===== config.mk =====
export PLATFORM = sky130hd
export DESIGN_NAME = vga_frame_crc_flat
export DESIGN_NICKNAME = d
export VERILOG_FILES = /design/src/rtl/vga_frame_crc_if.sv /design/src/rtl/vga_frame_crc.sv /design/src/flat_wrapper.sv
export SDC_FILE = /design/constraint.sdc
export NUM_CORES = 1
export LEC_CHECK = 0
export BUFFER_PORTS_ARGS = -buffer_cell sky130_fd_sc_hd__buf_2
export CAP_MARGIN = 20
export CORE_ASPECT_RATIO = 1.2
export CORE_MARGIN = 2
export CORE_UTILIZATION = 40
export DETAILED_ROUTE_END_ITERATION = 7
export PLACE_DENSITY = 0.71
export SETUP_SLACK_MARGIN = 0.2
export SYNTH_ARGS = -nofsm -noshare
export SYNTH_HDL_FRONTEND = slang
export SYNTH_SLANG_ARGS = --single-unit

===== constraint.sdc =====
create_clock -name clk -period 10 [get_ports clk]
set_clock_uncertainty 0.05 [all_clocks]
set_input_delay 3 -clock clk [delete_from_list [all_inputs] [get_ports clk]]
set_output_delay 3 -clock clk [all_outputs]
set_load 0.03 [all_outputs]

===== src/rtl/vga_frame_crc_if.sv =====
// Pixel bus from the ics32 video output: RGB444 pixel, data-enable and
// line/frame-end strobes. The video source is the master, the CRC sink the slave.
interface vga_frame_crc_if;
    logic [3:0] vga_r;
    logic [3:0] vga_g;
    logic [3:0] vga_b;
    logic       vga_de;
    logic       line_ended;
    logic       frame_ended;

    modport master (output vga_r, vga_g, vga_b, vga_de, line_ended, frame_ended);
    modport slave  (input  vga_r, vga_g, vga_b, vga_de, line_ended, frame_ended);
endinterface


===== src/rtl/vga_frame_crc.sv =====
// Per-frame CRC-32 and active-geometry checker sitting on the video output bus.
// Optional golden-CRC compare is built only with VGA_FRAME_CRC_GOLDEN_EN defined.
//
//   state      | meaning
//   -----------+--------------------------------------------------------
//   ST_SYNC    | wait for the first frame_ended; partial frame discarded
//   ST_CAPTURE | accumulate CRC / pixel / line counts, publish on frame_ended
module vga_frame_crc #(
    parameter int          H_ACTIVE   = 848,
    parameter int          V_ACTIVE   = 480,
    parameter logic [31:0] GOLDEN_CRC = 32'h0000_0000
) (
    input  logic                  clk,
    input  logic                  reset,
    vga_frame_crc_if.slave        vid,
    output logic                  frame_valid,
    output logic [31:0]           frame_crc,
    output logic [9:0]            frame_lines,
    output logic                  geometry_error,
    output logic [15:0]           frame_count,
    output logic                  golden_mismatch
);

    localparam logic [0:0]  ST_SYNC    = 1'b0;
    localparam logic [0:0]  ST_CAPTURE = 1'b1;
    localparam logic [31:0] CRC_INIT   = 32'hFFFF_FFFF;
    localparam logic [31:0] CRC_POLY   = 32'h04C1_1DB7;
    localparam logic [9:0]  H_ACT      = 10'(H_ACTIVE);
    localparam logic [9:0]  V_ACT      = 10'(V_ACTIVE);
    localparam logic [9:0]  CNT_MAX    = 10'h3FF;

    // Twelve MSB-first bit steps unrolled into one cycle
    function automatic logic [31:0] crc_step12(input logic [31:0] crc, input logic [11:0] data);
        logic [31:0] c;
        c = crc;
        for (int i = 11; i >= 0; i--) begin
            if (c[31] ^ data[i]) c = {c[30:0], 1'b0} ^ CRC_POLY;
            else                 c = {c[30:0], 1'b0};
        end
        return c;
    endfunction

    logic [0:0]  state_q, state_d;
    logic [31:0] crc_q, crc_d;
    logic [9:0]  pix_q, pix_d;
    logic [9:0]  line_q, line_d;
    logic        err_q, err_d;

    logic        valid_q, valid_d;
    logic [31:0] fcrc_q, fcrc_d;
    logic [9:0]  flines_q, flines_d;
    logic        ferr_q, ferr_d;
    logic [15:0] fcount_q, fcount_d;

    logic [11:0] pixel;
    logic [31:0] crc_px;
    logic [9:0]  pix_px;
    logic [9:0]  pix_cl;
    logic [9:0]  line_cl;
    logic        err_cl;

    assign pixel = {vid.vga_r, vid.vga_g, vid.vga_b};

    always_comb begin
        crc_px  = vid.vga_de ? crc_step12(crc_q, pixel) : crc_q;
        pix_px  = (vid.vga_de && pix_q != CNT_MAX) ? pix_q + 10'd1 : pix_q;
        pix_cl  = pix_px;
        line_cl = line_q;
        err_cl  = err_q;
        // A pixel coinciding with line_ended belongs to the line being closed
        if (vid.line_ended) begin
            pix_cl = 10'd0;
            if (pix_px != 10'd0) begin
                if (line_q != CNT_MAX) line_cl = line_q + 10'd1;
                if (pix_px != H_ACT)   err_cl  = 1'b1;
            end
        end
    end

    always_comb begin
        state_d  = state_q;
        crc_d    = crc_q;
        pix_d    = pix_q;
        line_d   = line_q;
        err_d    = err_q;
        valid_d  = 1'b0;
        fcrc_d   = fcrc_q;
        flines_d = flines_q;
        ferr_d   = ferr_q;
        fcount_d = fcount_q;
        case (state_q)
            ST_SYNC: begin
                if (vid.frame_ended) state_d = ST_CAPTURE;
            end
            ST_CAPTURE: begin
                crc_d  = crc_px;
                pix_d  = pix_cl;
                line_d = line_cl;
                err_d  = err_cl;
                if (vid.frame_ended) begin
                    valid_d  = 1'b1;
                    fcrc_d   = crc_px;
                    flines_d = line_cl;
                    ferr_d   = err_cl | (line_cl != V_ACT);
                    fcount_d = fcount_q + 16'd1;
                    crc_d    = CRC_INIT;
                    pix_d    = 10'd0;
                    line_d   = 10'd0;
                    err_d    = 1'b0;
                end
            end
            default: state_d = ST_SYNC;
        endcase
    end

    always_ff @(posedge clk) begin
        if (reset) begin
            state_q  <= ST_SYNC;
            crc_q    <= CRC_INIT;
            pix_q    <= 10'd0;
            line_q   <= 10'd0;
            err_q    <= 1'b0;
            valid_q  <= 1'b0;
            fcrc_q   <= 32'd0;
            flines_q <= 10'd0;
            ferr_q   <= 1'b0;
            fcount_q <= 16'd0;
        end else begin
            state_q  <= state_d;
            crc_q    <= crc_d;
            pix_q    <= pix_d;
            line_q   <= line_d;
            err_q    <= err_d;
            valid_q  <= valid_d;
            fcrc_q   <= fcrc_d;
            flines_q <= flines_d;
            ferr_q   <= ferr_d;
            fcount_q <= fcount_d;
        end
    end

    assign frame_valid    = valid_q;
    assign frame_crc      = fcrc_q;
    assign frame_lines    = flines_q;
    assign geometry_error = ferr_q;
    assign frame_count    = fcount_q;

`ifdef VGA_FRAME_CRC_GOLDEN_EN
    logic golden_q;

    always_ff @(posedge clk) begin
        if (reset) begin
            golden_q <= 1'b0;
        end else if (valid_q && fcrc_q != GOLDEN_CRC) begin
            golden_q <= 1'b1;
        end
    end

`ifndef SYNTHESIS
    always @(posedge clk) begin
        if (!reset && valid_q && fcrc_q != GOLDEN_CRC)
            $display("vga_frame_crc: golden crc differs, frame %0d crc %08h golden %08h",
                     fcount_q, fcrc_q, GOLDEN_CRC);
    end
`endif

    assign golden_mismatch = golden_q;
`else
    logic unused_golden;
    assign unused_golden   = ^GOLDEN_CRC;
    assign golden_mismatch = 1'b0;
`endif

endmodule


===== src/flat_wrapper.sv =====
// flat-port wrapper written by rule: the top's interface ports become plain ports
module vga_frame_crc_flat 
#(
    parameter int          H_ACTIVE   = 848,
    parameter int          V_ACTIVE   = 480,
    parameter logic [31:0] GOLDEN_CRC = 32'h0000_0000
)
  (clk, reset, frame_valid, frame_crc, frame_lines, geometry_error, frame_count, golden_mismatch, vid_vga_r, vid_vga_g, vid_vga_b, vid_vga_de, vid_line_ended, vid_frame_ended);
  vga_frame_crc_if vid_i ();
  input  logic clk;
  input  logic reset;
  output logic frame_valid;
  output logic [31:0] frame_crc;
  output logic [9:0] frame_lines;
  output logic geometry_error;
  output logic [15:0] frame_count;
  output logic golden_mismatch;
  input wire logic [$bits(vid_i.vga_r)-1:0] vid_vga_r;
  input wire logic [$bits(vid_i.vga_g)-1:0] vid_vga_g;
  input wire logic [$bits(vid_i.vga_b)-1:0] vid_vga_b;
  input wire logic [$bits(vid_i.vga_de)-1:0] vid_vga_de;
  input wire logic [$bits(vid_i.line_ended)-1:0] vid_line_ended;
  input wire logic [$bits(vid_i.frame_ended)-1:0] vid_frame_ended;
  assign vid_i.vga_r = vid_vga_r;
  assign vid_i.vga_g = vid_vga_g;
  assign vid_i.vga_b = vid_vga_b;
  assign vid_i.vga_de = vid_vga_de;
  assign vid_i.line_ended = vid_line_ended;
  assign vid_i.frame_ended = vid_frame_ended;
  vga_frame_crc #(.H_ACTIVE(H_ACTIVE), .V_ACTIVE(V_ACTIVE), .GOLDEN_CRC(GOLDEN_CRC)) u_core (.clk(clk), .reset(reset), .vid(vid_i), .frame_valid(frame_valid), .frame_crc(frame_crc), .frame_lines(frame_lines), .geometry_error(geometry_error), .frame_count(frame_count), .golden_mismatch(golden_mismatch));
endmodule

# Word level (Yosys, flattened, before mapping)
# Cells that the tools add are included.
# Widths: inputs -> output; s select.
[classes] addsub=3 multipliers=0 div=0 order_cmp=0 eq_ne=4 shift=0 mux=27 n_bitwise=26 n_reduce_logical=4
[op_table] cell="$mux 27" n=12
[op_table] cell="$not 14->14" n=12
[op_table] cell="$mux 10" n=7
[op_table] cell="$mux 32" n=2
[op_table] cell="$ne 10x10->1 const B" n=3
[op_table] cell="$add 10x1->10 const B" n=2
[op_table] cell="$add 16x1->16 const B" n=1
[op_table] cell="$xor 1x1->1" n=12
[op_table] cell="$ne 10x9->1 const B" n=1
[op_table] cell="$reduce_bool 10->1" n=1
[op_table] cell="$mux 1" n=6
[op_table] cell="$reduce_and 2->1" n=1
[op_table] cell="$reduce_or 2->1" n=1
[op_table] cell="$logic_and 1x1->1" n=1
[op_table] cell="$not 1->1" n=1
[op_table] cell="$or 1x1->1" n=1
[word_totals] regBits=114 latchBits=0 ram_bits=0 romBits=0 in_bits=17 output_inout_bits=61 wordCells=74 mem_count=0

# Longest topological paths before layout
[logic_depth] ltp_word=26 depth_mapped=11 depth_no_buf=9

# Worst setup path after synthesis
# No wires, ideal clock.
[synth_timing] path_type="input to register" start="in vid_vga_de" end="reg u_core.ferr_q, in the netlist u_core.geometry_error" setup_time_ns=0.120 t_arrival_ns=5.381 t_required_ns=9.830 path_slack_ns=4.450 cell_stages=10 n_path_buf=2 cell_sequence="buf_6 and4_4 and3_1 buf_6 or3_4 a211oi_4 a211oi_2 mux2_4 or4_1 o31a_1"
[synth_via] elab_chain_len=7 word_cells_on_any_way=11 cone_classes="2 x eq/ne; 6 x mux; 1 x bitwise; 2 x reduce/logical"
[synth_lines] item="from (decl)" line="flat_wrapper.sv:21" text="input wire logic [$bits(vid_i.vga_de)-1:0] vid_vga_de;"
[synth_lines] item="$logic_and 1x1->1 *" line="vga_frame_crc.sv:66" text="pix_px = (vid.vga_de && pix_q != CNT_MAX) ? pix_q + 10'd1 : pix_q;"
[synth_lines] item="$mux 10 *" line="vga_frame_crc.sv:66"
[synth_lines] item="$reduce_bool 10->1 or $ne 10x10->1 (tied branches)" line="vga_frame_crc.sv:73, vga_frame_crc.sv:75"
[synth_lines] item="$mux 10 or $mux 1 (tied branches)" line="vga_frame_crc.sv:73, vga_frame_crc.sv:75"
[synth_lines] item="$mux 10 or $mux 1 (tied branches)" line="vga_frame_crc.sv:71, vga_frame_crc.sv:73"
[synth_lines] item="$ne 10x9->1 or $mux 1 (tied branches)" line="vga_frame_crc.sv:104, vga_frame_crc.sv:71"
[synth_lines] item="$or 1x1->1 *" line="vga_frame_crc.sv:104" text="ferr_d = err_cl | (line_cl != V_ACT);"
[synth_lines] item="to (signal assigned)" line="vga_frame_crc.sv:137" text="ferr_q <= ferr_d;"
[synth_lines] item="to (decl)" line="vga_frame_crc.sv:52" text="logic ferr_q, ferr_d;"
# Mark *: on every way between the ends. The rest lies on a longest branch, timed or not.
# A chain may end at the register's enable or synchronous reset.

# Worst setup path after layout
# Ends and elaborated chain as after synthesis.

==> summary.md <==
| Metric | Value |
|---|---|
| Status | `finished, final reports clean` |
| DR pass1 iterations | `4` |
| CP Launch Type | `input pin` |
| Routed length per instance | `between 10 and 15 um` |
| Top-count cell post-synth | `dfxtp_1` |
| Post-Synthesis Cells | `around 700` |
| Post-synth EDFFs | `0` |
| Final #Nets | `approximately 800` |
| Final setup vio count | `0` |
| Register area share after synthesis | `between 30% and 40%` |
| Peak VDD IR | `0.122 mV` |
| CTS tree | `built` |
| Clock power frac | `between 30% and 40%` |
| GRT overflow | `0` |
| Top_reg_cell synth | `dfxtp_1` |
| Remaining antenna violation count after routing | `0` |
| Worst relative slew slack | `approximately 29%` |
| Worst r2r src | `u_core.pix_q[0]$_SDFFE_PP0P_` |
| Reg2reg path depth | `9` |
| Area leader, netlist | `dfxtp_1` |
| Bufs on Longest Clock Path | `2` |
| Post-CTS Resized | `0` |
| Vias post-DR | `roughly 5000` |
| Post-Route Setup TNS | `0 ps` |
| Root buffer cell | `clkbuf_16` |
| Number of synthesized register bits | `about 110` |
| Overall Power | `around 1800 uW` |
| Gate power share | `about 35%` |
| Core area | `15000 sq um` |
| Initial DRC Count | `roughly 350` |
| Initial antenna violation count | `0` |
| Die Y | `around 140 um` |
| Fmax | `157 MHz` |
| Initial Utilization | `between 40 and 50%` |
| # rows | `49` |
| Fin area | `approximately 7200 sq um` |
| YS warnings | `0` |
| Final period utilization | `63.8%` |
| Fillcell total | `around 1500` |
| Sequential power share | `between 20% and 30%` |
| First-pass GRT wire length | `~24000 um` |
| Fraction of layout cells with a size suffix above 1 | `17.2%` |
| Vias in the first global route | `4764` |
| CTS Buf Count | `17` |
| Final WL | `between 10000 and 15000 um` |
| Setup ws final | `about 3600 ps` |
| WS Path Type | `input pin to flop` |
| CP required | `10240 ps` |
| Max-Cap Viols | `0` |
| # Post-CTS Setup Buffers | `0` |
| Largest stage delay, worst path | `slightly below 800 ps` |
| Htree depth | `4` |
| Clk_lat worst skew | `about 400 ps` |
| Post-placement setup slack | `about 3200 ps` |
| Pins Over Slew Limit | `0` |
| Int Pwr | `between 1000 and 1500 uW` |
| Maximum number of pins on one net before global-route repair | `between 70 and 80` |
| Port Buffers | `76` |
| Worst R2R Setup Slack | `about 6400 ps` |
| Synth top area cells | `dfxtp_1 38%, xnor2_1 11%, xor2_1 6.2%` |
| Net switching power | `595 uW` |
| GRT Total Usage | `a little under a fifth` |
| Slowest stage cell, crit path | `a21oi_1` |
| Unique masters post-synth | `62` |
| Async set or reset register ratio after synthesis | `0%` |
| Reg-to-Reg End | `u_core.geometry_error$_SDFFE_PP0P_` |
| Clk sinks | `about 110` |
| Crit end category | `flop` |
| Die Width | `117 um` |
| Net Sw Frac | `between 30% and 40%` |
| Hold Path Depth | `2` |
| Min-Delay Path Class | `flop to flop` |
| Residual DRC | `0` |
| Vias per Instance | `5.08` |
| Die area | `around 16000 sq um` |
| CP Max Fanout | `52` |
| Hold Path End | `u_core.frame_lines[7]$_SDFFE_PP0P_` |
| RSZ-0062 raised after global routing | `no` |
| GPL Wtd Cong | `between 0.8 and 0.9` |
| Pwr dens | `249 nW/um^2` |
| Placed inst area | `~6600 sq um` |
| Final HPWL DP | `10100 um` |
| Synth top area share | `a little under two fifths` |
| Min-delay src | `u_core.frame_lines[7]$_SDFFE_PP0P_` |
| Leakage | `0.00287 uW` |
| Tightest Pin Transition | `about 1100 ps` |
| Most frequent cells after synthesis | `114 x dfxtp_1, 99 x nor2_1, 78 x nand2_1` |
| CP Cell Sequence | `buf_2 -> buf_4 -> nand3_1 -> a2111oi_2 -> xor2_1 -> nor4_4 -> a21oi_1 -> a21boi_0 -> or4_1 -> o31a_1` |
| Net count after synthesis | `735` |
| Clk pin slew, worst setup/hold paths | `50 ps` |
| Tmin final | `6380 ps` |
| Final Hold Slack | `402 ps` |
| Syn Area/Cell | `~8.5 sq um` |
| N_diodes | `0` |
| Io pins | `78` |
| Final hold vios | `0` |
| Hold_buf cts | `0` |
| CP arrival | `approximately 6600 ps` |
| Post-Syn Area | `6080 sq um` |
| Area grow syn2layout | `18.3%` |
==> cells in the final DEF, fill, tap and decap left out, types with 17 or more instances in the layout <==
| cell type | count |
|---|---|
| dfxtp_1 | 114 |
| nor2_1 | 98 |
| nand2_1 | 78 |
| xnor2_1 | 77 |
| buf_2 | 76 |
| xor2_1 | 43 |
| a21oi_1 | 36 |
| o21ai_0 | 28 |
| a211oi_1 | 28 |
| nand3_1 | 21 |
| mux2i_1 | 19 |
| clkbuf_16 | 17 |
==> per-layer routing <==
metal	GRT usage (%)	up-vias	share of wire, %
li1	-	2554	-
met5	0	-	0
met1	22.6	2304	43
met4	6.44	0	1.8
met2	32.3	110	51
met3	3.50	17	3.9
==> logic make-up (layout without fill, tap and decap cells) <==
group | count (synthesis) | count (layout) | synth area share, %
AND/OR/NAND/NOR | 243 | 243 | 18.0
flip-flops | 114 | 114 | 37.5
multiplexers | 25 | 25 | 4.30
other | 1 | 1 | 0.0616
buffers and inverters | 55 | 118 | 3.81
XOR/XNOR | 128 | 128 | 19.7
AO/OA/AOI/OAI | 146 | 146 | 16.0
adder cells (fa/ha/maj) | 3 | 3 | 0.617
==> power by group through the flow <==
stage,Clock [uW],Combinational [uW],Sequential [uW]
4_1_cts,669,623,516
2_1_floorplan,0,455,555
5_1_grt,688,669,521
6_report,658,618,517
3_3_place_gp,0,612,525
3_5_place_dp,0,617,526
==> registers in the layout, summed over array words and instances, names as in the netlist <==
register               count
u_core.crc_q              32
u_core.frame_crc          32
u_core.frame_count        16
u_core.frame_lines        10
u_core.line_q             10
u_core.pix_q              10
u_core.err_q               1
u_core.frame_valid         1
u_core.geometry_error      1
u_core.state_q             1
==> how the worst max path moves through the flow <==
stage               start                            endpoint  slack [ps]  depth (start not counted)
2_1_floorplan  vid_vga_de  u_core.geometry_error$_SDFFE_PP0P_        4450                         10
3_3_place_gp   vid_vga_de  u_core.geometry_error$_SDFFE_PP0P_        3360                         10
3_5_place_dp   vid_vga_de  u_core.geometry_error$_SDFFE_PP0P_        3240                         10
4_1_cts        vid_vga_de  u_core.geometry_error$_SDFFE_PP0P_        3650                         10
5_1_grt        vid_vga_de  u_core.geometry_error$_SDFFE_PP0P_        3390                         10
6_report       vid_vga_de  u_core.geometry_error$_SDFFE_PP0P_        3620                         10
==> metrics by stage <==
step                utilization, %  instances
floorplan                        -        715
global placement              43.8        952
detailed placement            43.8        952
CTS                           48.1        982
global route                  48.1        982
finish                        48.1        982
==> critical path: cells and delay by family <==
kind | cells | cell delay, ps
AOI/OAI and AO/OA | 4 | 1730
xor gates and xnor gates | 1 | 330
buffers and inverters | 2 | 550
and+or+nand+nor | 3 | 990
==> area by class of cell <==
cell class,instances,area [sq um],area share (%)
well taps,204,255,3.55
flip-flops and latches,114,2280,31.7
inverters,7,26.3,0.365
multi-input cells,546,3570,49.7
repair buffers,81,418,5.81
clock buffers,21,460,6.40
clock inverters,9,180,2.50
(Power assumes the default switching activity.)
